==> src/rtl/ram_pkg.sv <==
// Shared definitions for the two-port RAM arbiter: RAM geometry and the
// port identifier used for round-robin history and response ownership.
package ram_pkg;

  localparam int RAM_AW = 6;
  localparam int RAM_DW = 8;

  typedef enum logic {
    PORT_A = 1'b0,
    PORT_B = 1'b1
  } port_id_t;

  // The port that should win a tie, given the port that won last.
  function automatic port_id_t other_port(input port_id_t p);
    return (p == PORT_A) ? PORT_B : PORT_A;
  endfunction

endpackage

==> src/rtl/ram_arbiter_if.sv <==
// Bundle of client-side handshake signals (ports A and B) and the RAM-side
// bus. The arbiter uses the slave modport; the environment that models both
// clients and the RAM instance uses the master modport.
interface ram_arbiter_if #(
  parameter int AW = ram_pkg::RAM_AW,
  parameter int DW = ram_pkg::RAM_DW
);

  // client A
  logic          req_a;
  logic          we_a;
  logic [AW-1:0] addr_a;
  logic [DW-1:0] data_a;
  logic          gnt_a;
  logic          rvalid_a;
  logic [DW-1:0] rdata_a;

  // client B
  logic          req_b;
  logic          we_b;
  logic [AW-1:0] addr_b;
  logic [DW-1:0] data_b;
  logic          gnt_b;
  logic          rvalid_b;
  logic [DW-1:0] rdata_b;

  // RAM side
  logic [AW-1:0] ram_addr;
  logic [DW-1:0] ram_data;
  logic          ram_we;
  logic [DW-1:0] ram_q;

  modport slave (
    input  req_a, we_a, addr_a, data_a,
    input  req_b, we_b, addr_b, data_b,
    input  ram_q,
    output gnt_a, rvalid_a, rdata_a,
    output gnt_b, rvalid_b, rdata_b,
    output ram_addr, ram_data, ram_we
  );

  modport master (
    output req_a, we_a, addr_a, data_a,
    output req_b, we_b, addr_b, data_b,
    output ram_q,
    input  gnt_a, rvalid_a, rdata_a,
    input  gnt_b, rvalid_b, rdata_b,
    input  ram_addr, ram_data, ram_we
  );

endinterface

==> src/rtl/rr_arb2.sv <==
// Two-way round-robin grant. The LAST register remembers which port won
// the most recent grant; on a tie the other port wins, so continuous
// requests from both sides alternate strictly. Grants are combinational
// and forced low while reset is asserted.
module rr_arb2
  import ram_pkg::*;
(
  input  logic i_clk,
  input  logic i_rst_n,
  input  logic i_req_a,
  input  logic i_req_b,
  output logic o_gnt_a,
  output logic o_gnt_b
);

  port_id_t r_last;
  port_id_t w_tie_winner;
  logic     w_gnt_a;
  logic     w_gnt_b;

  assign w_tie_winner = other_port(r_last);

  // Grant decision: single requester always wins, tie goes to the port
  // that did not win last time.
  always_comb begin
    w_gnt_a = 1'b0;
    w_gnt_b = 1'b0;
    if (i_rst_n) begin
      if (i_req_a && i_req_b) begin
        w_gnt_a = (w_tie_winner == PORT_A);
        w_gnt_b = (w_tie_winner == PORT_B);
      end else begin
        w_gnt_a = i_req_a;
        w_gnt_b = i_req_b;
      end
    end
  end

  assign o_gnt_a = w_gnt_a;
  assign o_gnt_b = w_gnt_b;

  // History update: reset makes B the last winner so A takes the first tie;
  // idle cycles leave the history untouched.
  always_ff @(posedge i_clk or negedge i_rst_n) begin
    if (!i_rst_n) begin
      r_last <= PORT_B;
    end else if (w_gnt_a) begin
      r_last <= PORT_A;
    end else if (w_gnt_b) begin
      r_last <= PORT_B;
    end
  end

endmodule

==> src/rtl/ram_arbiter.sv <==
// Round-robin arbiter and sequencer placing two client masters onto one
// 64x8 single-port synchronous RAM. At most one access is issued per
// cycle; read data (valid the cycle after the address is issued) is routed
// back to whichever port issued the read.
//
// Optional build macro RAM_ARB_STATS_EN adds per-port completed-grant
// counters (o_gcnt_a / o_gcnt_b, wrapping 8-bit) and a synchronous clear
// input i_stats_clr that takes precedence over counting.
module ram_arbiter
  import ram_pkg::*;
#(
  parameter int AW = RAM_AW,
  parameter int DW = RAM_DW
) (
  input  logic          i_clk,
  input  logic          i_rst_n,
  ram_arbiter_if.slave  bus
`ifdef RAM_ARB_STATS_EN
  ,
  input  logic          i_stats_clr,
  output logic [7:0]    o_gcnt_a,
  output logic [7:0]    o_gcnt_b
`endif
);

  logic          w_gnt_a;
  logic          w_gnt_b;
  logic [AW-1:0] w_ram_addr;
  logic [DW-1:0] w_ram_data;
  logic          w_ram_we;
  logic          w_rd_issue;
  port_id_t      w_rd_owner;

  logic          r_rsp_valid;
  port_id_t      r_rsp_owner;
  logic          w_rvalid_a;
  logic          w_rvalid_b;

  rr_arb2 u_rr_arb2 (
    .i_clk   (i_clk),
    .i_rst_n (i_rst_n),
    .i_req_a (bus.req_a),
    .i_req_b (bus.req_b),
    .o_gnt_a (w_gnt_a),
    .o_gnt_b (w_gnt_b)
  );

  assign bus.gnt_a = w_gnt_a;
  assign bus.gnt_b = w_gnt_b;

  // RAM bus mux: winner's access on a granted cycle, all-zero when idle
  // (grants are already low during reset, so the bus is quiet then too).
  always_comb begin
    w_ram_addr = '0;
    w_ram_data = '0;
    w_ram_we   = 1'b0;
    if (w_gnt_a) begin
      w_ram_addr = bus.addr_a;
      w_ram_data = bus.data_a;
      w_ram_we   = bus.we_a;
    end else if (w_gnt_b) begin
      w_ram_addr = bus.addr_b;
      w_ram_data = bus.data_b;
      w_ram_we   = bus.we_b;
    end
  end

  assign bus.ram_addr = w_ram_addr;
  assign bus.ram_data = w_ram_data;
  assign bus.ram_we   = w_ram_we;

  // A read issued this cycle produces a response next cycle for its owner.
  assign w_rd_issue = (w_gnt_a && !bus.we_a) || (w_gnt_b && !bus.we_b);
  assign w_rd_owner = w_gnt_b ? PORT_B : PORT_A;

  // Response pipeline: one-cycle valid tagged with the issuing port; reset
  // drops any in-flight response.
  always_ff @(posedge i_clk or negedge i_rst_n) begin
    if (!i_rst_n) begin
      r_rsp_valid <= 1'b0;
      r_rsp_owner <= PORT_A;
    end else begin
      r_rsp_valid <= w_rd_issue;
      if (w_rd_issue) begin
        r_rsp_owner <= w_rd_owner;
      end
    end
  end

  assign w_rvalid_a = r_rsp_valid && (r_rsp_owner == PORT_A);
  assign w_rvalid_b = r_rsp_valid && (r_rsp_owner == PORT_B);

  assign bus.rvalid_a = w_rvalid_a;
  assign bus.rvalid_b = w_rvalid_b;
  assign bus.rdata_a  = w_rvalid_a ? bus.ram_q : '0;
  assign bus.rdata_b  = w_rvalid_b ? bus.ram_q : '0;

`ifdef RAM_ARB_STATS_EN
  logic [7:0] r_gcnt_a;
  logic [7:0] r_gcnt_b;

  // Completed-grant counters; clear wins over a same-cycle grant.
  always_ff @(posedge i_clk or negedge i_rst_n) begin
    if (!i_rst_n) begin
      r_gcnt_a <= '0;
      r_gcnt_b <= '0;
    end else if (i_stats_clr) begin
      r_gcnt_a <= '0;
      r_gcnt_b <= '0;
    end else begin
      if (w_gnt_a) begin
        r_gcnt_a <= r_gcnt_a + 8'd1;
      end
      if (w_gnt_b) begin
        r_gcnt_b <= r_gcnt_b + 8'd1;
      end
    end
  end

  assign o_gcnt_a = r_gcnt_a;
  assign o_gcnt_b = r_gcnt_b;
`endif

endmodule

==> src/flat_wrapper.sv <==
// flat-port wrapper written by rule: the top's interface ports become plain ports
module ram_arbiter_flat import ram_pkg::*;
#(
  parameter int AW = RAM_AW,
  parameter int DW = RAM_DW
)
  (i_clk, i_rst_n, bus_req_a, bus_we_a, bus_addr_a, bus_data_a, bus_req_b, bus_we_b, bus_addr_b, bus_data_b, bus_ram_q, bus_gnt_a, bus_rvalid_a, bus_rdata_a, bus_gnt_b, bus_rvalid_b, bus_rdata_b, bus_ram_addr, bus_ram_data, bus_ram_we);
  ram_arbiter_if #(.AW(AW), .DW(DW)) bus_i ();
  input  logic i_clk;
  input  logic i_rst_n;
  input wire logic [$bits(bus_i.req_a)-1:0] bus_req_a;
  input wire logic [$bits(bus_i.we_a)-1:0] bus_we_a;
  input wire logic [$bits(bus_i.addr_a)-1:0] bus_addr_a;
  input wire logic [$bits(bus_i.data_a)-1:0] bus_data_a;
  input wire logic [$bits(bus_i.req_b)-1:0] bus_req_b;
  input wire logic [$bits(bus_i.we_b)-1:0] bus_we_b;
  input wire logic [$bits(bus_i.addr_b)-1:0] bus_addr_b;
  input wire logic [$bits(bus_i.data_b)-1:0] bus_data_b;
  input wire logic [$bits(bus_i.ram_q)-1:0] bus_ram_q;
  output wire logic [$bits(bus_i.gnt_a)-1:0] bus_gnt_a;
  output wire logic [$bits(bus_i.rvalid_a)-1:0] bus_rvalid_a;
  output wire logic [$bits(bus_i.rdata_a)-1:0] bus_rdata_a;
  output wire logic [$bits(bus_i.gnt_b)-1:0] bus_gnt_b;
  output wire logic [$bits(bus_i.rvalid_b)-1:0] bus_rvalid_b;
  output wire logic [$bits(bus_i.rdata_b)-1:0] bus_rdata_b;
  output wire logic [$bits(bus_i.ram_addr)-1:0] bus_ram_addr;
  output wire logic [$bits(bus_i.ram_data)-1:0] bus_ram_data;
  output wire logic [$bits(bus_i.ram_we)-1:0] bus_ram_we;
  assign bus_i.req_a = bus_req_a;
  assign bus_i.we_a = bus_we_a;
  assign bus_i.addr_a = bus_addr_a;
  assign bus_i.data_a = bus_data_a;
  assign bus_i.req_b = bus_req_b;
  assign bus_i.we_b = bus_we_b;
  assign bus_i.addr_b = bus_addr_b;
  assign bus_i.data_b = bus_data_b;
  assign bus_i.ram_q = bus_ram_q;
  assign bus_gnt_a = bus_i.gnt_a;
  assign bus_rvalid_a = bus_i.rvalid_a;
  assign bus_rdata_a = bus_i.rdata_a;
  assign bus_gnt_b = bus_i.gnt_b;
  assign bus_rvalid_b = bus_i.rvalid_b;
  assign bus_rdata_b = bus_i.rdata_b;
  assign bus_ram_addr = bus_i.ram_addr;
  assign bus_ram_data = bus_i.ram_data;
  assign bus_ram_we = bus_i.ram_we;
  ram_arbiter #(.AW(AW), .DW(DW)) u_core (.i_clk(i_clk), .i_rst_n(i_rst_n), .bus(bus_i));
endmodule
==> config.mk <==
export PLATFORM = sky130hd
export DESIGN_NAME = ram_arbiter_flat
export DESIGN_NICKNAME = d
export VERILOG_FILES = /design/src/rtl/ram_pkg.sv /design/src/rtl/ram_arbiter_if.sv /design/src/rtl/rr_arb2.sv /design/src/rtl/ram_arbiter.sv /design/src/flat_wrapper.sv
export SDC_FILE = /design/constraint.sdc
export NUM_CORES = 1
export LEC_CHECK = 0
export CAP_MARGIN = 20
export CELL_PAD_IN_SITES_DETAIL_PLACEMENT = 0
export CELL_PAD_IN_SITES_GLOBAL_PLACEMENT = 2
export CORE_MARGIN = 4
export CORE_UTILIZATION = 23
export CTS_CLUSTER_DIAMETER = 60
export DETAILED_ROUTE_END_ITERATION = 8
export DONT_BUFFER_PORTS = 1
export HOLD_SLACK_MARGIN = 0.08
export PLACE_DENSITY = 0.69
export SLEW_MARGIN = 20
export SYNTH_ARGS = -nofsm -noshare
export SYNTH_HDL_FRONTEND = slang
export SYNTH_HIERARCHICAL = 1
export SYNTH_SLANG_ARGS = --single-unit
==> constraint.sdc <==
create_clock -name i_clk -period 1.8 [get_ports i_clk]
set_input_delay 0.36 -clock i_clk [delete_from_list [all_inputs] [get_ports i_clk]]
set_output_delay 0.36 -clock i_clk [all_outputs]
set_load 0.005 [all_outputs]
==> out/metrics.yaml <==
crit_path_end_kind: "primary output"
rsz_0062_raised_after_global_routing: "yes"
mappedNetlistArea_sq_um: 459
number_of_buffers_inserted_during_clock_tree_synthesis: 3
number_of_vias_in_the_routed_layout: 501
setup_viol_count_final: 0
avgSynthCellArea_sq_um: 8.20
p_seq_share_pct: 27.8
synthesis.instances: 56
power-per-cell-area_nw_per_um2: 619
ratio_of_routed_vias_to_standard_cells: 5.63
route.antenna.remaining_nets: 0
power.switching_fraction_pct: 35.1
grt_pass1_vias: 437
power_frac_comb_pct: 40.1
drv_slew: 0
total_inserted_antenna_cells: 0
power_switching_w: 0.000134
layout.cells.non_filler: 89
routabilityCongestion: 0.625
finalCritPeriodShare_pct: 99.4
post_layout_total_power_w: 0.000380
start_util_pct: 25.5
detailedRoute.firstPassIterationCount: 4
power.static_leakage_nw: 0.287
dp_worst_setup_slack_ns: 0.210
postSynthRegisterBits: 3
grt.total_usage_pct: 10.2
yosysWarningCount: 6
port_buffers: 0
htree_num_levels: 1
tritoncts_clock_tree: "yes"
timing.critical_path.required_ns: 1.44
num_rows: 15
antenna_found_initial: 0
max-clock-path-buffers: 2
layout_skew_ns: 0.00330
grt_pass1_wl_mm: 2.04
synth_top_area_share_pct: 26.7
finalWorstPathRequiredPeriod_ns: 1.79
detailedRoute.firstIterationViolations: 7
clock_power_share_pct: 32.1
max_freq_mhz: 559
ys_top_cells_by_area: "a22o_1 27%, and2_1 12%, and3_1 12%"
critical_path.startpoint_type: "flip-flop"
maxCapViolations: 0
worstHoldPathType: "input pin to flip-flop"
slew-limit-headroom_pct: 78.1
outcome: "finished clean"
die_w_um: 52.7
syn_nets: 98
max-vdd-ir-drop_v: 0.000363
timing.critical_path.arrival_ns: 1.43
timing_worst_setup_path_type: "flip-flop to primary output"
floorplan.die.height_um: 52.7
place_inst: 78
slew_at_the_pin_closest_to_its_max_slew_limit_ns: 0.329
timing.final.ws_setup_ns: 0.0112
grt_max_degree: 15
die_area_sq_um: 2780
clock_slew_at_the_register_clock_pins_of_the_worst_setup_and_hold_paths_ns: 0.04
hpwlAfterDp_mm: 1.25
worst_skew_pair.late_latency_ns: 0.24
synth_top_area_cell: "a22o_1"
drc_violations_left: 0
area_delta_synth_final_pct: 33.8
final_net_count: 107
clock_tree.root_cell: "clkbuf_4"
floorplan.io_pins: 77
routed_wire_length_per_instance_um: 18.4
post_route_core_utilization_pct: 34.1
numClockSinks: 3
route.final.wire_length_mm: 1.64
yosys.cell_types.count: 18
layout-drive-gt1-share_pct: 29.7
seq_area_frac_synth_pct: 16.6
fill_cells: 203
internal-power_w: 0.000247
crit_path_max_fanout: 8
hold_viol: 0
grt.overflow.total: 0
core_area_sq_um: 1800
[placed cells by master (no fill, tap or decap)]
cell type      netlist  layout
clkbuf_4             0       3
buf_16               0       2
a21oi_4              0       1
buf_4                0       4
buf_12               0       1
a21oi_1              3       2
dfrtp_1              2       2
inv_2                1       2
dlygate4sd3_1        0       1
and3_1               9       9
o21ai_2              0       1
a22o_1              14      14
o21ai_0              1       1
and2_1               9       9
nand2_1              4       4
nand2b_1             1       1
clkbuf_1             0       1
nor2b_4              1       1
nor2_8               1       1
a21o_1               1       1
a21oi_2              1       1
dfstp_2              1       1
nor2_4               0       1
[critical path, cell delays in order, from the launching register on]
cell	delay, ns
dfstp_2	0.54
inv_2	0.05
a21oi_4	0.17
buf_4	0.16
buf_16	0.11
a22o_1	0.15
[path summary, 6_finish.rpt]
kind / start / depth (start not counted) / end / slack [ns]
min reg2reg: u_core/u_rr_arb2/r_last / 3 / u_core/u_rr_arb2/r_last / 0.59
min in group asynchronous: i_rst_n / 1 / u_core/r_rsp_valid / 0.37
min: bus_we_b / 1 / u_core/r_rsp_valid / 0.24
max reg2reg: u_core/u_rr_arb2/r_last / 7 / u_core/r_rsp_owner / 0.37
max: u_core/u_rr_arb2/r_last / 5 / bus_ram_data[1] / 0.01
max in group asynchronous: i_rst_n / 1 / u_core/u_rr_arb2/r_last / 1.21
[state kept, by name, indices dropped and copies added, names as in the netlist]
name,flops
u_core/r_rsp_owner,1
u_core/r_rsp_valid,1
u_core/u_rr_arb2/r_last,1
[synth_stat cells, drive strengths merged]
master  instances
a21o            1
a21oi           4
a22o           14
and2            9
and3            9
buf             5
dfrtp           2
dfstp           1
inv             2
nand2           4
nand2b          1
nor2            1
nor2b           1
o21ai           2
[stage by stage]
step                      cell area, sq um  hold slack [ns]  setup TNS (ns)
after CTS                              593            0.220         -0.0307
after detailed placement               478           0.0646               0
after global routing                   614            0.214          -0.844
final                                  614            0.238               0
after global placement                 478           0.0646               0
after floorplan                        459           0.0644               0
[power groups by stage]
stage | Clock (W) | Sequential (W) | Combinational [W]
floorplan | 0 | 0.0000921 | 0.000108
global placement | 0 | 0.000104 | 0.000110
detailed placement | 0 | 0.000106 | 0.000111
CTS | 0.000130 | 0.000106 | 0.000143
global route | 0.000139 | 0.000110 | 0.000165
finish | 0.000122 | 0.000106 | 0.000153
[layout make-up]
class,count,area (sq um),share of cell area (%)
multi-input combinational,47,358,58.2
timing repair buffer,8,115,18.7
sequential,3,76.3,12.4
tap,25,31.3,5.09
clock buffer,4,26.3,4.28
inverter,2,7.51,1.22
[timing repair]
item,in CTS,in global routing
gates cloned,2,1
hold buffers,1,0
pin swaps,2,0
setup endpoints to repair,14,15
endpoints found under the hold margin,3,0
buffers inserted,1,2
gates resized for setup,4,1
[logic make-up after synthesis]
| logic type | count (synthesis) | share of synthesized area [%] |
|---|---|---|
| buffers and inverters | 7 | 11.2 |
| AND/OR/NAND/NOR | 25 | 36.5 |
| AO/OA/AOI/OAI | 21 | 35.7 |
| flip-flops | 3 | 16.6 |
[layer usage]
layer	share of wire, %	global-route usage (%)	vias to the layer above
met5	0	0	-
met4	0	5.11	0
met3	12	4.27	0
met2	53	16.3	40
met1	36	11.3	231
li1	-	-	230
No activity file was read; power rests on OpenSTA's default activity.
